## config.mk

```make
export PLATFORM = sky130hd
export DESIGN_NAME = dmem_responder_flat
export DESIGN_NICKNAME = d
export VERILOG_FILES = /design/src/rtl/dmem_pkg.sv /design/src/rtl/dmem_responder_if.sv /design/src/rtl/dmem_wait_ctr.sv /design/src/rtl/dmem_responder.sv /design/src/flat_wrapper.sv
export SDC_FILE = /design/constraint.sdc
export NUM_CORES = 2
export LEC_CHECK = 0
export BUFFER_PORTS_ARGS = -buffer_cell sky130_fd_sc_hd__buf_2
export CAP_MARGIN = 10
export CELL_PAD_IN_SITES_DETAIL_PLACEMENT = 1
export CELL_PAD_IN_SITES_GLOBAL_PLACEMENT = 2
export CORE_MARGIN = 2
export CORE_UTILIZATION = 45
export CTS_CLUSTER_SIZE = 12
export DETAILED_ROUTE_END_ITERATION = 7
export PLACE_DENSITY = 0.79
export SYNTH_ARGS = -nofsm -noshare
export SYNTH_HDL_FRONTEND = slang
export SYNTH_HIERARCHICAL = 1
export SYNTH_SLANG_ARGS = --single-unit
```

## constraint.sdc

```tcl
create_clock -name clk -period 4 [get_ports clk]
set_input_delay 0.6 -clock clk [delete_from_list [all_inputs] [get_ports clk]]
set_output_delay 0.6 -clock clk [all_outputs]
set_load 0.005 [all_outputs]
```

## src/rtl/dmem_pkg.sv

```systemverilog
// dmem_pkg: shared types and constants for the data-memory responder
package dmem_pkg;
    localparam int WORD_W = 32;
    localparam logic [WORD_W-1:0] LED_ADDR_DEFAULT = 32'h0000_0100;
    typedef enum logic {IDLE, BUSY} state_t;
endpackage

```

## src/rtl/dmem_responder_if.sv

```systemverilog
// dmem_responder_if: MEM-stage data-memory port between the CPU and the responder
interface dmem_responder_if;
    import dmem_pkg::*;
    logic              mem_read;
    logic              mem_write;
    logic [WORD_W-1:0] addr;
    logic [WORD_W-1:0] wdata;
    logic [WORD_W-1:0] rdata;
    logic              stall;
    logic [15:0]       led;
    logic              err;
    logic [WORD_W-1:0] err_addr;
    modport master (output mem_read, mem_write, addr, wdata,
                    input  rdata, stall, led, err, err_addr);
    modport slave  (input  mem_read, mem_write, addr, wdata,
                    output rdata, stall, led, err, err_addr);
endinterface

```

## src/rtl/dmem_wait_ctr.sv

```systemverilog
// dmem_wait_ctr: loadable 3-bit down-counter counting the remaining wait states
module dmem_wait_ctr (
    input  logic       clk,
    input  logic       rst,
    input  logic       i_load,
    input  logic [2:0] i_val,
    input  logic       i_dec,
    output logic       o_zero
);
    logic [2:0] r_cnt;
    // load takes priority; decrement only while wait states remain
    always_ff @(posedge clk or negedge rst)
        if (!rst)
            r_cnt <= '0;
        else if (i_load)
            r_cnt <= i_val;
        else if (i_dec)
            r_cnt <= r_cnt - 3'd1;
    assign o_zero = (r_cnt == 3'd0);
endmodule

```

## src/rtl/dmem_responder.sv

```systemverilog
// dmem_responder: wait-stated word memory with an LED register and sticky fault capture
module dmem_responder
    import dmem_pkg::*;
#(
    parameter int                DEPTH    = 64,
    parameter int                WAIT     = 2,
    parameter logic [WORD_W-1:0] LED_ADDR = LED_ADDR_DEFAULT
) (
    input logic               clk,
    input logic               rst,
    dmem_responder_if.slave   bus
);
    localparam int AW = (DEPTH > 1) ? $clog2(DEPTH) : 1;
    localparam logic [2:0] W_LOAD = 3'((WAIT > 0) ? WAIT - 1 : 0);
    localparam logic HAS_WAIT = (WAIT != 0);

    state_t            r_state;
    logic [WORD_W-1:0] r_mem [DEPTH];
    logic [15:0]       r_led;
    logic              r_err;
    logic [WORD_W-1:0] r_err_addr;

    logic          w_req, w_store, w_stall, w_done, w_hit, w_is_led, w_fault;
    logic          w_load_ctr, w_dec, w_zero;
    logic [AW-1:0] w_idx;

    assign w_req      = bus.mem_read | bus.mem_write;
    assign w_store    = bus.mem_write;
    assign w_stall    = (r_state == IDLE) ? (w_req & HAS_WAIT) : !w_zero;
    // a completion while reset is held is discarded
    assign w_done     = w_req & !w_stall & rst;
    assign w_hit      = (bus.addr[1:0] == 2'b00) && (bus.addr[31:2] < 30'(DEPTH));
    assign w_is_led   = !w_hit && (bus.addr == LED_ADDR);
    assign w_fault    = !w_hit && !w_is_led;
    assign w_idx      = bus.addr[AW+1:2];
    assign w_load_ctr = (r_state == IDLE) & w_req & HAS_WAIT;
    assign w_dec      = (r_state == BUSY) & !w_zero;

    dmem_wait_ctr u_ctr (
        .clk    (clk),
        .rst    (rst),
        .i_load (w_load_ctr),
        .i_val  (W_LOAD),
        .i_dec  (w_dec),
        .o_zero (w_zero)
    );

    // BUSY runs until the counter drains, even if the request was dropped
    always_ff @(posedge clk or negedge rst)
        if (!rst)
            r_state <= IDLE;
        else if (w_load_ctr)
            r_state <= BUSY;
        else if (r_state == BUSY && w_zero)
            r_state <= IDLE;

    // array write on a completing store to an in-range aligned word
    always_ff @(posedge clk)
        if (w_done && w_store && w_hit)
            r_mem[w_idx] <= bus.wdata;

    // LED register and first-fault capture
    always_ff @(posedge clk or negedge rst)
        if (!rst) begin
            r_led      <= '0;
            r_err      <= 1'b0;
            r_err_addr <= '0;
        end else if (w_done) begin
            if (w_is_led && w_store)
                r_led <= bus.wdata[15:0];
            if (w_fault && !r_err) begin
                r_err      <= 1'b1;
                r_err_addr <= bus.addr;
            end
        end

    assign bus.stall    = w_stall;
    assign bus.rdata    = (w_done && !w_store) ?
                          (w_hit ? r_mem[w_idx] : w_is_led ? {16'h0, r_led} : '0) : '0;
    assign bus.led      = r_led;
    assign bus.err      = r_err;
    assign bus.err_addr = r_err_addr;
endmodule

```

## src/flat_wrapper.sv

```systemverilog
// flat-port wrapper written by rule: the top's interface ports become plain ports
module dmem_responder_flat import dmem_pkg::*;
#(
    parameter int                DEPTH    = 64,
    parameter int                WAIT     = 2,
    parameter logic [WORD_W-1:0] LED_ADDR = LED_ADDR_DEFAULT
)
  (clk, rst, bus_mem_read, bus_mem_write, bus_addr, bus_wdata, bus_rdata, bus_stall, bus_led, bus_err, bus_err_addr);
  dmem_responder_if bus_i ();
  input logic clk;
  input logic rst;
  input wire logic [$bits(bus_i.mem_read)-1:0] bus_mem_read;
  input wire logic [$bits(bus_i.mem_write)-1:0] bus_mem_write;
  input wire logic [$bits(bus_i.addr)-1:0] bus_addr;
  input wire logic [$bits(bus_i.wdata)-1:0] bus_wdata;
  output wire logic [$bits(bus_i.rdata)-1:0] bus_rdata;
  output wire logic [$bits(bus_i.stall)-1:0] bus_stall;
  output wire logic [$bits(bus_i.led)-1:0] bus_led;
  output wire logic [$bits(bus_i.err)-1:0] bus_err;
  output wire logic [$bits(bus_i.err_addr)-1:0] bus_err_addr;
  assign bus_i.mem_read = bus_mem_read;
  assign bus_i.mem_write = bus_mem_write;
  assign bus_i.addr = bus_addr;
  assign bus_i.wdata = bus_wdata;
  assign bus_rdata = bus_i.rdata;
  assign bus_stall = bus_i.stall;
  assign bus_led = bus_i.led;
  assign bus_err = bus_i.err;
  assign bus_err_addr = bus_i.err_addr;
  dmem_responder #(.DEPTH(DEPTH), .WAIT(WAIT), .LED_ADDR(LED_ADDR)) u_core (.clk(clk), .rst(rst), .bus(bus_i));
endmodule
```

Word-level counts from Yosys, hierarchy flattened
Memory sizes are Yosys's and may differ from the RTL's. Index checks and enable logic that the tools add are counted.

Register bits: 53. Memory bits (writable): 2048. Input bits: 68. Output and inout port bits: 82. Logic and storage cells: 46. Memories kept: 1.

$add $sub $neg: 1. $lt $le $gt $ge: 1. Equality and inequality tests: 1. Multiplexer cells: 10. Bitwise operators: 6. Reduce and logical (&&, ||, !) cells: 21.

Memories: u_core.r_mem (words 64, bits a word 32, rd ports 1, clocked after memory_dff 0, write ports 1, line dmem_responder.sv:18) `logic [WORD_W-1:0] r_mem [DEPTH];`.

Operator list (number): $mux W32 (2); $eq A32 B9 Y1 const B (1); $lt A30 B7 Y1 const B (1); $mux W16 (1); $logic_and A1 B1 Y1 (9); $logic_not A1 Y1 (6); $mux W3 (2); $mux W1 (5); $and A1 B1 Y1 (4); $reduce_and A2 Y1 (2); $reduce_bool A2 Y1 (2); $logic_not A3 Y1 (1); $sub A3 B1 Y3 const B (1); $logic_not A2 Y1 (1); $not A1 Y1 (1); $or A1 B1 Y1 (1).

Logic depth before layout (Yosys ltp)
Depth in word-level cells: 10. Depth in mapped cells: 12. Gate-level depth less buffers: 8.

Hierarchy
The synthesis kept the hierarchy.

Modules (own cells, without submodules): dmem_responder (instances 1, cells an instance 4292, area an instance 81207.9 µm², sequential area each 62750.2 µm²); dmem_wait_ctr (instances 1, cells an instance 19, area an instance 178.9 µm², sequential area each 75.1 µm²).

Least setup slack after synthesis
OpenSTA, ideal clock, no wires.

Kind: input to register. Start: input port bus_addr[2]. End: memory u_core.r_mem[13][0] (enable). Library setup time: 0.421 ns. Arrival: 3.383 ns. Required time: 3.579 ns. Setup slack: 0.196 ns. Stages: 10. Path buffers: 8. Cells stage by stage: buf_6 > buf_12 > buf_12 > buf_8 > buf_8 > buf_8 > buf_2 > buf_2 > nand3_1 > nor2_1.

Longest elaborated chain between the ends: 5.

RTL lines: start, declared (line flat_wrapper.sv:14) `input wire logic [$bits(bus_i.addr)-1:0] bus_addr;`; $lt A30 B7 Y1 (line dmem_responder.sv:32) `assign w_hit = (bus.addr[1:0] == 2'b00) && (bus.addr[31:2] < 30'(DEPTH));`; $logic_and A1 B1 Y1 (line dmem_responder.sv:32); $logic_and A1 B1 Y1 (line dmem_responder.sv:59) `if (w_done && w_store && w_hit)`; $mux W1 (line dmem_responder.sv:59); $mux W1 (implied by the code) (line dmem_responder.sv:60) `r_mem[w_idx] <= bus.wdata;`; end, declared (line dmem_responder.sv:18).

Several ways; a longest one is shown, not always the timed one.

Final worst setup path
Start: register u_core.u_ctr.r_cnt[1]. End: output port bus_rdata[21].

Longest elaborated chain between the ends: 8.

RTL lines: start, declared (line dmem_wait_ctr.sv:10) `logic [2:0] r_cnt;`; start signal, assigned (line dmem_wait_ctr.sv:16) `r_cnt <= i_val;`; start signal, assigned (line dmem_wait_ctr.sv:18) `r_cnt <= r_cnt - 3'd1;`; $logic_not A3 Y1 (line dmem_wait_ctr.sv:19) `assign o_zero = (r_cnt == 3'd0);`; via u_core.w_zero (line dmem_responder.sv:24) `logic w_load_ctr, w_dec, w_zero;`; $logic_not A1 Y1 (line dmem_responder.sv:29) `assign w_stall = (r_state == IDLE) ? (w_req & HAS_WAIT) : !w_zero;`; $mux W1 (line dmem_responder.sv:29); $logic_not A1 Y1 (line dmem_responder.sv:31) `assign w_done = w_req & !w_stall & rst;`; $and A1 B1 Y1 (2 in series) (line dmem_responder.sv:31); $logic_and A1 B1 Y1 (line dmem_responder.sv:78) `assign bus.rdata = (w_done && !w_store) ?`; $mux W32 (line dmem_responder.sv:78); end, declared (line flat_wrapper.sv:16) `output wire logic [$bits(bus_i.rdata)-1:0] bus_rdata;`.

The timed path passes the listed nets, and every way through them passes these cells.

==> results.md <==
- Outcome: complete, but fails checks
- Failing checks: setup timing
- Max Root-Sink Buffers: 3
- Instance count along the most critical hold path: 2
- Final-stage net count: 4978
- Pin count of the biggest net entering global routing: 66
- Worst IR Drop VDD: 0.3870 mV
- Dominant combinational cell family by area after synthesis: multiplexers
- Worst Max-Slew Pin Slew: 1.268 ns
- Number of standard cells after synthesis: 4311
- # port buffers: 149
- Worst slew margin relative to its limit: 15.47%
- Number of pins with negative max-slew slack in the final report: 0
- Crit path DAT: 3.73 ns
- Post-detail-place hpwl: 189.1 mm
- Worst hold endpoint: u_core/bus.err_addr[8]$_DFFE_PN0P_
- Proportion of synthesized area in mux cells: 10.14%
- Clock power frac: 39.4%
- Top library cells by usage in the layout, fill and taps aside: 2048 x sky130_fd_sc_hd__edfxtp_1, 376 x sky130_fd_sc_hd__buf_4, 279 x sky130_fd_sc_hd__o22ai_1, 240 x sky130_fd_sc_hd__mux2_2, 207 x sky130_fd_sc_hd__clkbuf_16
- Crit path launch: u_core/u_ctr/r_cnt[1]$_DFFE_PN0P_
- Nature of the critical path startpoint: flop
- Worst reg2reg endpoint: u_core/r_mem[53][28]$_DFFE_PP_
- Peak clock frequency supported by timing: 231.2 MHz
- Rows: 156
- First-pass GRT wire length: 427.5 mm
- Worst setup slack after layout: -0.3256 ns
- Register share of total power: 53.6%
- Startpoint of the lowest-slack register-to-register path: u_core/u_ctr/r_cnt[1]$_DFFE_PN0P_
- Filler instances: 16070
- Routed length on met2: 142.0 mm
- Internal Pwr Total: 35.25 mW
- Top cells by area, synth: sky130_fd_sc_hd__edfxtp_1 76%, sky130_fd_sc_hd__mux4_2 4.2%, sky130_fd_sc_hd__mux2_2 3.3%
- Routed metal-1 wirelength: 110.1 mm
- # IOs: 150
- Share of the synthesized area in the top cell type: 75.56%
- Number of endpoints with negative hold slack in the final report: 0
- Synthesized-area fraction occupied by ao, oa, aoi and oai cells: 7.857%
- Synthesized flop and latch total: 2101
- Register area: 62830 µm²
- Req. time, crit path: 3.40 ns
- Hold/Removal Path Class: in2reg
- Horizontal die dimension: 429.3 µm
- Worst hold slack: 0.06353 ns
- Setup Viol. Count Final: 18
- Leakage component of the power: 31.21 nW
- Signed area change from the synthesized netlist to the final layout: 18.00%
- Adder-cell share of the synthesized area: 0.03075%
- Depth of the most critical reg-to-reg path: 11
- Fraction of registers with async set/reset: 2.523%
- Core Region: 180200 µm²
- Clk root buf: sky130_fd_sc_hd__clkbuf_16
- Xor and xnor fraction of the mapped netlist area: 0.01076%
- Number of warning messages in the yosys log: 6
- Routed via count: 51640
- Switching power: 10.32 mW
- Critical-path maximum fanout: 5
- Most instantiated flip-flop cell in the synthesis netlist: sky130_fd_sc_hd__edfxtp_1
- Top routing layer used: met5
- Vertical die dimension: 429.3 µm
- # Max-Cap Violations: 0
- Number of sinks handled by clock tree synthesis: 2101
- Final Critical Period: 4.326 ns
- Initial cell density of the core: 45.18%
- Switching share of power: 22.65%
- Die area: 184300 µm²
- Number of distinct library cells after synthesis: 93
- Clk slew on worst S/H paths: 0.06 ns
- Basic-gate share of the synthesized area counting and, or, nand and nor cells: 2.400%
- Netlist area before placement: 81390 µm²
- Post-detailed-route DRC marker count: 0
- Iteration-0 DRC count of the detailed router: 8823
- Total wirelength of the detailed-routed design: 314.3 mm
- Total power per unit cell area: 474.5 nW/µm²
- Met3 wire length: 41.02 mm
- Filler-free cell count of the finished design: 7436
- RSZ-0062 raised after global routing: yes
- Cell count after placement: 7016
- Part of the total power dissipated in combinational logic: 7.0%
- Multi-input logic area: 17700 µm²
- Element type at the critical path end: output port
- GRT Overall Usage: 33.67%
- Mean cell area of the mapped netlist: 18.88 µm²
- Via count normalized by instance count: 6.945
- Part of the cycle the worst path needs: 108.1%
- Dominant cell type by area after synthesis: sky130_fd_sc_hd__edfxtp_1
- Clock latency reported for the late side of the worst-skew pair: 0.87 ns
- Worst R2R Setup Slack: 1.00 ns
- EDFF count, synth: 2048
- Count of nets left with antenna violations after detail routing: 0
- Clk_skew: 0.02565 ns
- TritonCTS buffer count: 206
- Vias in the first global route: 51490
- Category of the most critical setup path: reg2out
- Ratio of cells with drive above 1 in the final layout: 28.36%
- H-tree depth: 4
- Final estimated routing congestion in global placement: 0.8945
- Clock tree from TritonCTS: built
- Routed wire per std cell: 42.27 µm
- Commonest non-fill, non-tap cell in the layout: sky130_fd_sc_hd__edfxtp_1
- Overflow left after global routing: 0
- Antenna violations before repair: 29
- Number of detailed-route iterations in the first pass: 7
- Register area share after synthesis: 77.19%
- Hold Path Origin: bus_addr[8]
-- worst max-delay path by stage --
| stage | endpoint | slack (ns) | cells past startpoint |
|---|---|---|---|
| 3_3_place_gp | bus_rdata[19] | -0.61 | 11 |
| 4_1_cts | bus_rdata[21] | -0.34 | 12 |
| 2_1_floorplan | u_core/r_mem[13][0]$_DFFE_PP_ | 0.20 | 10 |
| 6_report | bus_rdata[21] | -0.33 | 12 |
| 5_1_grt | bus_rdata[21] | -0.37 | 12 |
| 3_5_place_dp | bus_rdata[19] | -0.59 | 11 |
-- power by group through the flow --
stage	Sequential [mW]	Clock, mW	Combinational, mW
floorplan	24.9	0	1.39
global placement	24.9	0	2.88
detailed placement	24.9	0	2.97
CTS	24.4	18.0	3.07
global route	24.4	18.8	3.29
finish	24.4	18.0	3.19
-- what timing repair did --
action / CTS / global route
hold buffers: 26 / 0
endpoints found under the hold margin: 35 / 0
setup buffers: 13 / 13
endpoints found under the setup margin: 26 / 26
gates resized for setup: 92 / 30
pin swaps: 26 / 14
-- routing by layer --
metal	GRT usage, %	vias to the layer above
met1	43.96	27110
met2	51.59	4408
met4	18.75	18
li1	-	19110
met3	8.710	1001
met5	0	-
-- cells by family (layout without fill, tap and decap cells) --
family	after synthesis	in the layout
flip-flops	2101	2101
AO/OA/AOI/OAI	917	917
buffers and inverters	299	1040
adder cells (fa/ha/maj)	2	2
multiplexers	567	567
XOR/XNOR	1	1
AND/OR/NAND/NOR	422	422
other	2	16
-- metrics by stage --
step | util, % | TNS [ns] | instance area [µm²] | worst slack, ns | power (mW)
after floorplan | - | 0 | 81390 | 0.1961 | 26.27
after global placement | 49.28 | -1.279 | 88790 | -0.6059 | 27.74
after detailed placement | 49.28 | -1.214 | 88790 | -0.5898 | 27.85
after CTS | 53.10 | -2.096 | 95660 | -0.3366 | 45.53
after global routing | 53.30 | -3.537 | 96020 | -0.3696 | 46.50
final | 53.31 | -2.304 | 96040 | -0.3256 | 45.57
-- final cells by class --
type / instances / area share, %
multi-input combinational: 1912 / 18.43
clock inverter: 50 / 0.4273
tap: 2370 / 3.088
inverter: 7 / 0.03778
timing repair buffer: 680 / 6.764
antenna: 13 / 0.03387
sequential: 2101 / 65.42
clock buffer: 303 / 5.800
-- registers in the layout, summed over array words and instances, names as in the netlist --
signal and flops:
u_core/bus.led 16, u_core/bus.err 1, u_core/u_ctr/r_cnt 3, u_core/r_state 1, u_core/r_mem 2048, u_core/bus.err_addr 32
-- synthesized netlist by cell type, drive strengths merged (18+ instances only) --
cell and n:
edfxtp 2048, o22ai 279, mux2 240, buf 213
mux4 175, nor2 158, o221ai 157, mux2i 152
nand2 142, a21oi 135, o21ai 114, clkbuf 77
dfrtp 53, a22oi 42, a221oi 38, a211oi 20
nor3 18
-- critical path, cell delays in order (launching register included) --
cell,delay [ns]
sky130_fd_sc_hd__dfrtp_1,0.39
sky130_fd_sc_hd__inv_2,0.08
sky130_fd_sc_hd__ha_4,0.14
sky130_fd_sc_hd__ha_4,0.13
sky130_fd_sc_hd__and3_4,0.19
sky130_fd_sc_hd__nand4_1,0.16
sky130_fd_sc_hd__buf_12,0.21
sky130_fd_sc_hd__buf_12,0.14
sky130_fd_sc_hd__a31oi_4,0.12
sky130_fd_sc_hd__or4b_4,0.49
sky130_fd_sc_hd__a2111oi_4,0.51
sky130_fd_sc_hd__buf_4,0.21
sky130_fd_sc_hd__buf_6,0.08
No activity file was read; power rests on OpenSTA's default activity.
